<file path="config.mk">
export PLATFORM = sky130hd
export DESIGN_NAME = core_ctrl_fsm
export DESIGN_NICKNAME = d
export VERILOG_FILES = /design/src/rtl/core_ctrl_fsm.sv
export SDC_FILE = /design/constraint.sdc
export NUM_CORES = 1
export LEC_CHECK = 0
export CELL_PAD_IN_SITES_DETAIL_PLACEMENT = 1
export CELL_PAD_IN_SITES_GLOBAL_PLACEMENT = 2
export CORE_ASPECT_RATIO = 1.75
export CORE_UTILIZATION = 30
export CTS_BUF_LIST = sky130_fd_sc_hd__clkbuf_4 sky130_fd_sc_hd__clkbuf_8 sky130_fd_sc_hd__clkbuf_16
export CTS_CLUSTER_SIZE = 16
export DETAILED_ROUTE_END_ITERATION = 8
export MAX_ROUTING_LAYER = met4
export PLACE_DENSITY = 0.75
export SETUP_SLACK_MARGIN = 0.2
export SKIP_LAST_GASP = 1
export SLEW_MARGIN = 20
export SYNTH_ARGS = -nofsm -noshare
export SYNTH_HDL_FRONTEND = slang
export SYNTH_SLANG_ARGS = --single-unit
export TNS_END_PERCENT = 1
</file>
<file path="constraint.sdc">
create_clock -name clk_i -period 1.5 [get_ports clk_i]
set_input_delay 0.225 -clock clk_i [delete_from_list [all_inputs] [get_ports clk_i]]
set_output_delay 0.225 -clock clk_i [all_outputs]
set_load 0.01 [all_outputs]
</file>
<file path="src/rtl/core_ctrl_fsm.sv">
// core_ctrl_fsm: multi-cycle FETCH/DECODE/EXECUTE/WRITEBACK sequencer
// for the single-issue core; decodes ADD/SUB/AND/OR, halts on ECALL.
module core_ctrl_fsm #(
    parameter int CNT_W = 16
) (
    input  logic             clk_i,
    input  logic             rst_i,
    input  logic [31:0]      inst_i,
    input  logic             imem_ready_i,
    output logic             pc_we_o,
    output logic             ir_we_o,
    output logic             reg_we_o,
    output logic [1:0]       alu_op_o,
    output logic             illegal_o,
    output logic             halt_o,
    output logic [CNT_W-1:0] retired_o
);

    typedef enum logic [2:0] {
        S_FETCH,
        S_DECODE,
        S_EXECUTE,
        S_WRITEBACK,
        S_HALT
    } state_t;

    state_t           state;
    state_t           state_nxt;
    logic [31:0]      ir;
    logic [1:0]       alu_op;
    logic             illegal_q;
    logic             wr_q;
    logic [CNT_W-1:0] retired;

    logic [1:0]       dec_op;
    logic             dec_legal;
    logic             dec_ecall;

    // Classify the latched instruction into the supported R-type subset.
    always_comb begin
        dec_op    = 2'b00;
        dec_legal = 1'b0;
        dec_ecall = (ir == 32'h0000_0073);
        if (ir[6:0] == 7'b0110011) begin
            case ({ir[31:25], ir[14:12]})
                10'b0000000_000: begin dec_op = 2'b00; dec_legal = 1'b1; end
                10'b0100000_000: begin dec_op = 2'b01; dec_legal = 1'b1; end
                10'b0000000_111: begin dec_op = 2'b10; dec_legal = 1'b1; end
                10'b0000000_110: begin dec_op = 2'b11; dec_legal = 1'b1; end
                default:         begin dec_op = 2'b00; dec_legal = 1'b0; end
            endcase
        end
    end

    // State register; reset aborts any instruction in flight.
    always_ff @(posedge clk_i or posedge rst_i) begin
        if (rst_i) state <= S_FETCH;
        else       state <= state_nxt;
    end

    // Next-state and strobes, decoded only from registered state.
    always_comb begin
        state_nxt = state;
        pc_we_o   = 1'b0;
        ir_we_o   = 1'b0;
        reg_we_o  = 1'b0;
        illegal_o = 1'b0;
        halt_o    = 1'b0;
        case (state)
            S_FETCH: begin
                if (imem_ready_i) state_nxt = S_DECODE;
            end
            S_DECODE: begin
                ir_we_o   = 1'b1;
                state_nxt = dec_ecall ? S_HALT : S_EXECUTE;
            end
            S_EXECUTE: begin
                illegal_o = illegal_q;
                state_nxt = S_WRITEBACK;
            end
            S_WRITEBACK: begin
                pc_we_o   = 1'b1;
                reg_we_o  = wr_q;
                state_nxt = S_FETCH;
            end
            S_HALT: begin
                halt_o    = 1'b1;
            end
            default: state_nxt = S_FETCH;
        endcase
    end

    // IR capture, decoded op/flags and the retired-instruction counter.
    always_ff @(posedge clk_i or posedge rst_i) begin
        if (rst_i) begin
            ir        <= '0;
            alu_op    <= 2'b00;
            illegal_q <= 1'b0;
            wr_q      <= 1'b0;
            retired   <= '0;
        end else begin
            if (state == S_FETCH && imem_ready_i) ir <= inst_i;
            if (state == S_DECODE) begin
                alu_op    <= dec_op;
                illegal_q <= !dec_legal && !dec_ecall;
                wr_q      <= dec_legal && (ir[11:7] != 5'd0);
            end
            if (state == S_WRITEBACK) retired <= retired + CNT_W'(1);
        end
    end

    assign alu_op_o  = alu_op;
    assign retired_o = retired;

endmodule

</file>
==> impl_metrics.tcl <==
set metrics [dict create \
    cts_tree "built" \
    worstMarginPinSlew_ns 0.414 \
    timing.rr.end "ir[24]$_DFFE_PP0P_" \
    syn-instance-count 178 \
    maxSlewHeadroom_pct 72.0 \
    critPathMaxFanout 8 \
    stdcell_area_um2 3690 \
    ys_ff_latch 55 \
    synth.cell_area_um2 2420 \
    critical_path_class "flop to flop" \
    die_area_um2 8460 \
    ff2ff_setup_slack_ns -0.18 \
    swShare_pct 29.5 \
    area_growth_pct 52.4 \
    cts-buffers-inserted 5 \
    clkPwrFrac_pct 19.4 \
    layout-drive-gt1-share_pct 34.8 \
    syn_avg_cell_area_um2 13.6 \
    setup_viol 54 \
    port_buffers 57 \
    finalPower_uw 6320 \
    leakagePower_uw 0.00167 \
    period_needed_ns 1.68 \
    detail-route-antenna-nets 0 \
    synth_nets 214 \
    switchingPower_uw 1870 \
    clkSlewWorstSetupHoldPaths_ns 0.07 \
    crit_arrival_ns 1.85 \
    cts.sinks 55 \
    grt_pass1_wl_mm 9.99 \
    cts_root_buf "clkbuf_16" \
    ys.flop_type "dfrtp_1" \
    intPower_uw 4460 \
    min_path_type "primary input to async pin" \
    required_ns 1.67 \
    ctsHoldBuffers 0 \
    globalplace.congestion 0.737 \
    fin_crit_sh_pct 112 \
    r2r_cells 7 \
    hold_viol_final 0 \
    yosysSeqAreaShare_pct 56.8 \
    async_reset_ff_share_pct 100 \
    status "finished with violations" \
    drt-pass1-iter-count 3 \
    drt_wl_total_mm 6.02 \
    core_um2 7860 \
    tns_ns -5.91 \
    grt_max_degree 56 \
    first_iter_violations 42 \
    ys_types 32 \
    slew_viol_final 0 \
    seqPwrFrac_pct 38.2 \
    fmax_mhz 594 \
    violations "setup timing" \
    drc 0 \
    diodes 0 \
    antenna_found_initial 0 \
    routed-via-count 1760 \
    fin_skew_ns 0.00292 \
    max_cap_viol_count 0 \
    grt_pass1_vias 1974 \
    clock_latency_ns 0.29 \
    wire_per_inst_um 16.4 \
    htree_levels 2 \
    fin_nets 311 \
    end_kind "flop" \
    synth_edf_count 0 \
    viasPerCell 4.81 \
    yosys_warnings 0 \
    power_frac_comb_pct 42.4 \
    row_count 43 \
    startpoint_type "flop" \
    pin_count 58 \
    power.density_nw_per_um2 1710 \
    grt_overflow_total 0 \
    placed_area_um2 3260 \
    worst_slack_ns -0.184 \
    grt_setup_unrepaired "yes" \
    dieWidth_um 69.9 \
    ir_worst_vdd_uv 923 \
    grtUsageTotal_pct 15.7 \
    start_util_pct 30.9 \
    dp_hpwl_mm 3.87 \
    fp.dieH_um 121 \
    cts_buffer_depth 2 \
    timing.rr.start "state[1]$_DFFE_PP0P_" \
]
==> worst max-delay path: stages, from the launching register on <==
cell and delay (ns):
dfrtp_2 0.41, buf_6 0.12, buf_6 0.11, nor4b_4 0.21, buf_6 0.17, buf_6 0.11
buf_16 0.13, mux2_4 0.31
==> cell type report <==
class	count	area, um2
flip-flops and latches	55	1380
fillers	809	4160
repair buffers	95	955
well taps	90	113
inverters	5	22.5
clock buffers	8	160
multi-input cells	113	1060
==> cell usage after synthesis, drive strengths merged, types with 3 or more instances <==
cell type / n / share of area [%]
nor4: 9 / 3.6
xnor2: 10 / 3.6
nand2: 10 / 1.5
inv: 5 / 0.77
mux2: 32 / 16
nor3: 6 / 1.2
nor2: 7 / 1.1
dfrtp: 55 / 57
nand3b: 3 / 1.4
nand4: 4 / 1.0
nand3: 8 / 1.7
xor2: 5 / 1.8
buf: 5 / 2.2
==> metrics by stage <==
| step | setup slack (ns) | hold slack, ns | std cells | util [%] |
|---|---|---|---|---|
| 2_1_floorplan | -0.0280 | 0.299 | 178 | - |
| 3_3_place_gp | -0.191 | 0.463 | 343 | 41.4 |
| 3_5_place_dp | -0.234 | 0.465 | 343 | 41.4 |
| 4_1_cts | -0.232 | 0.374 | 364 | 46.4 |
| 5_1_grt | -0.222 | 0.382 | 366 | 47.0 |
| 6_report | -0.184 | 0.341 | 366 | 47.0 |
==> worst max path at each step <==
stage          slack [ns]                  from  cells after the start            endpoint
6_report            -0.18  state[1]$_DFFE_PP0P_                      7  ir[24]$_DFFE_PP0P_
3_3_place_gp        -0.19          imem_ready_i                      4   ir[9]$_DFFE_PP0P_
3_5_place_dp        -0.23          imem_ready_i                      4   ir[8]$_DFFE_PP0P_
4_1_cts             -0.23  state[1]$_DFFE_PP0P_                      7  ir[11]$_DFFE_PP0P_
2_1_floorplan       -0.03  state[0]$_DFFE_PP0P_                      4  ir[10]$_DFFE_PP0P_
5_1_grt             -0.22  state[1]$_DFFE_PP0P_                      5             ir_we_o
==> flip-flops by register name (all words and copies together) (netlist names) <==
name,cells
state,3
wr_q,1
illegal_q,1
alu_op_o,2
retired_o,16
ir,32
==> power by group through the flow <==
stage          sequential, uW  combinational, uW  clock, uW
5_1_grt                  2490               2880       1330
4_1_cts                  2400               2620       1270
2_1_floorplan            2360               1270          0
6_report                 2420               2680       1230
3_3_place_gp             2430               1950          0
3_5_place_dp             2470               2020          0
==> layout by cell type, fill, tap and decap left out, drive strengths merged, types with 3 or more instances in the layout <==
master         instances
dfrtp                 55
mux2                  32
nor4                   9
dlygate4sd2            4
nor3                   6
xnor2                 10
clkbuf                 8
nand3                  8
buf                   38
inv                    4
xor2                   5
nor2                   7
nand4                  4
nand2                 10
clkdlybuf4s50         52
nand3b                 3
==> per-layer routing <==
layer / track usage [%] / vias up / wire (um)
met1: 17.1 / 889 / 2210
li1: - / 827 / -
met3: 2.57 / 2 / 163
met5: - / - / 0
met2: 29.2 / 42 / 3610
met4: 3.75 / 0 / 30
==> logic make-up after synthesis <==
kind of cell	synth area share (%)
AOI/OAI and AO/OA	2.17
and+or+nand+nor	15.7
DFF	56.8
muxes	16.4
buffers and inverters	2.94
adders and majority gates	0.516
xor gates and xnor gates	5.42
==> repair_timing <==
item | CTS | global route
pin swaps | 1 | 2
setup buffers | 10 | 2
cloned | 3 | 0
endpoints found under the setup margin | 74 | 74
resized for setup | 30 | 9
No activity file was read; power rests on OpenSTA's default activity.
==> RTL edit: new RTL, same settings <==
Re-encode `state_t` (5 states) as one-hot, 5 bits wide.
--- a/src/rtl/core_ctrl_fsm.sv
+++ b/src/rtl/core_ctrl_fsm.sv
@@ -16,12 +16,12 @@
     output logic [CNT_W-1:0] retired_o
 );
 
-    typedef enum logic [2:0] {
-        S_FETCH,
-        S_DECODE,
-        S_EXECUTE,
-        S_WRITEBACK,
-        S_HALT
+    typedef enum logic [4:0] {
+        S_FETCH     = 5'b00001,
+        S_DECODE    = 5'b00010,
+        S_EXECUTE   = 5'b00100,
+        S_WRITEBACK = 5'b01000,
+        S_HALT      = 5'b10000
     } state_t;
 
     state_t           state;
Function: same outputs for any inputs over 10 cycles, from zero or initial values and one cycle with rst_i high; not proved beyond that.
==> RTL edit against the unedited design <==
- power down 4.3%
- setup slack better by 0.019 ns
- the run still ends with negative setup slack left
- cell area up 2.9%
- largest cell class unchanged
- sequential cell count up 2
- area after synthesis up 1.0%
- critical path type is now reg2out
- final cell count up 4.1%
- routed wire length down 3.7%
- critical endpoint is now pc_we_o
- combinational power down 37%
==> RTL edit: results <==
export IMPL_dr_pass1_iters=4
export IMPL_globalRouteMet3Util=0.0407
export IMPL_critical_path_reg2reg_endpoint="alu_op_o[0]"
export IMPL_grt_first_pass_wirelength_mm=9.78
export IMPL_routabilityCongestion=0.775
export IMPL_drive_gt1_frac=0.388
export IMPL_drt_iter0_drc=56
export IMPL_grt_max_degree=58
export IMPL_violated_checks="negative setup slack"
export IMPL_first_global_vias=1973
export IMPL_final_nets=322
export IMPL_max_stage_delay_ns=0.45
export IMPL_grt_met2_usage=0.264
export IMPL_vdd_ir_drop_worst_mv=0.712
export IMPL_ys_types=37
export IMPL_finClkSkew_ns=0.00579
export IMPL_outcome="finished with violations"
export IMPL_cts_max_level=3
export IMPL_dpl_cell_count=358
export IMPL_numCtsBuffers=9
export IMPL_cellLeakagePower_nw=1.70
export IMPL_slew_headroom=0.782
export IMPL_setup_viol_count_final=65
export IMPL_seq_total_area_yosys=0.583
export IMPL_setup_ws_ns=-0.165
export IMPL_timing_hold_ws_ns=0.323
export IMPL_route_detailed_vias_per_inst=4.82
export IMPL_placed_cell_area_mm2=0.00334
==> RTL edit: how the worst max path moves through the flow <==
| stage | startpoint | end |
|---|---|---|
| after CTS | state[4] | illegal_o |
| after global routing | state[2] | alu_op_o[1] |
| after detailed placement | state[4] | halt_o |
| final | state[1] | pc_we_o |
| after global placement | state[4] | halt_o |
| after floorplan | state[4] | retired_o[1] |
==> RTL edit: final cells by class <==
type / instances / area (um^2)
Clock inverter: 2 / 10.0
Timing Repair Buffer: 92 / 851
Inverter: 6 / 26.3
Clock buffer: 14 / 288
Sequential cell: 57 / 1430
Tap cell: 90 / 113
Multi-Input combinational cell: 120 / 1080
Fill cell: 842 / 4110
==> RTL edit: logic make-up after synthesis <==
family / count (synthesis) / synth area share
multiplexers: 33 / 0.152
XOR/XNOR: 15 / 0.0537
buffers and inverters: 10 / 0.0215
flip-flops: 57 / 0.583
adder cells (fa/ha/maj): 1 / 0.00511
AND/OR/NAND/NOR: 63 / 0.159
AO/OA/AOI/OAI: 8 / 0.0255
==> RTL edit: worst register-to-register path, stage by stage (launching register included) <==
cell     delay [ns]
dfrtp_2        0.46
buf_6          0.15
nor3_4         0.19
nand2_1        0.12
buf_4          0.15
buf_4          0.12
buf_4          0.14
a22o_1         0.22
==> RTL edit: repair_timing <==
action,CTS,global route
pin swaps,7,6
gates resized for setup,37,10
hold buffers,0,0
setup endpoints to repair,79,79
buffers inserted,4,3
==> RTL edit: metal layers <==
layer,up-vias,share of wire
met5,-,0
met4,0,0.024
met3,9,0.034
met2,49,0.56
met1,909,0.39
li1,871,-
==> RTL edit: power by group <==
group / internal [mW] / switching (mW)
Combinational: 1.07 / 0.636
Sequential: 2.06 / 0.332
Clock: 1.31 / 0.644
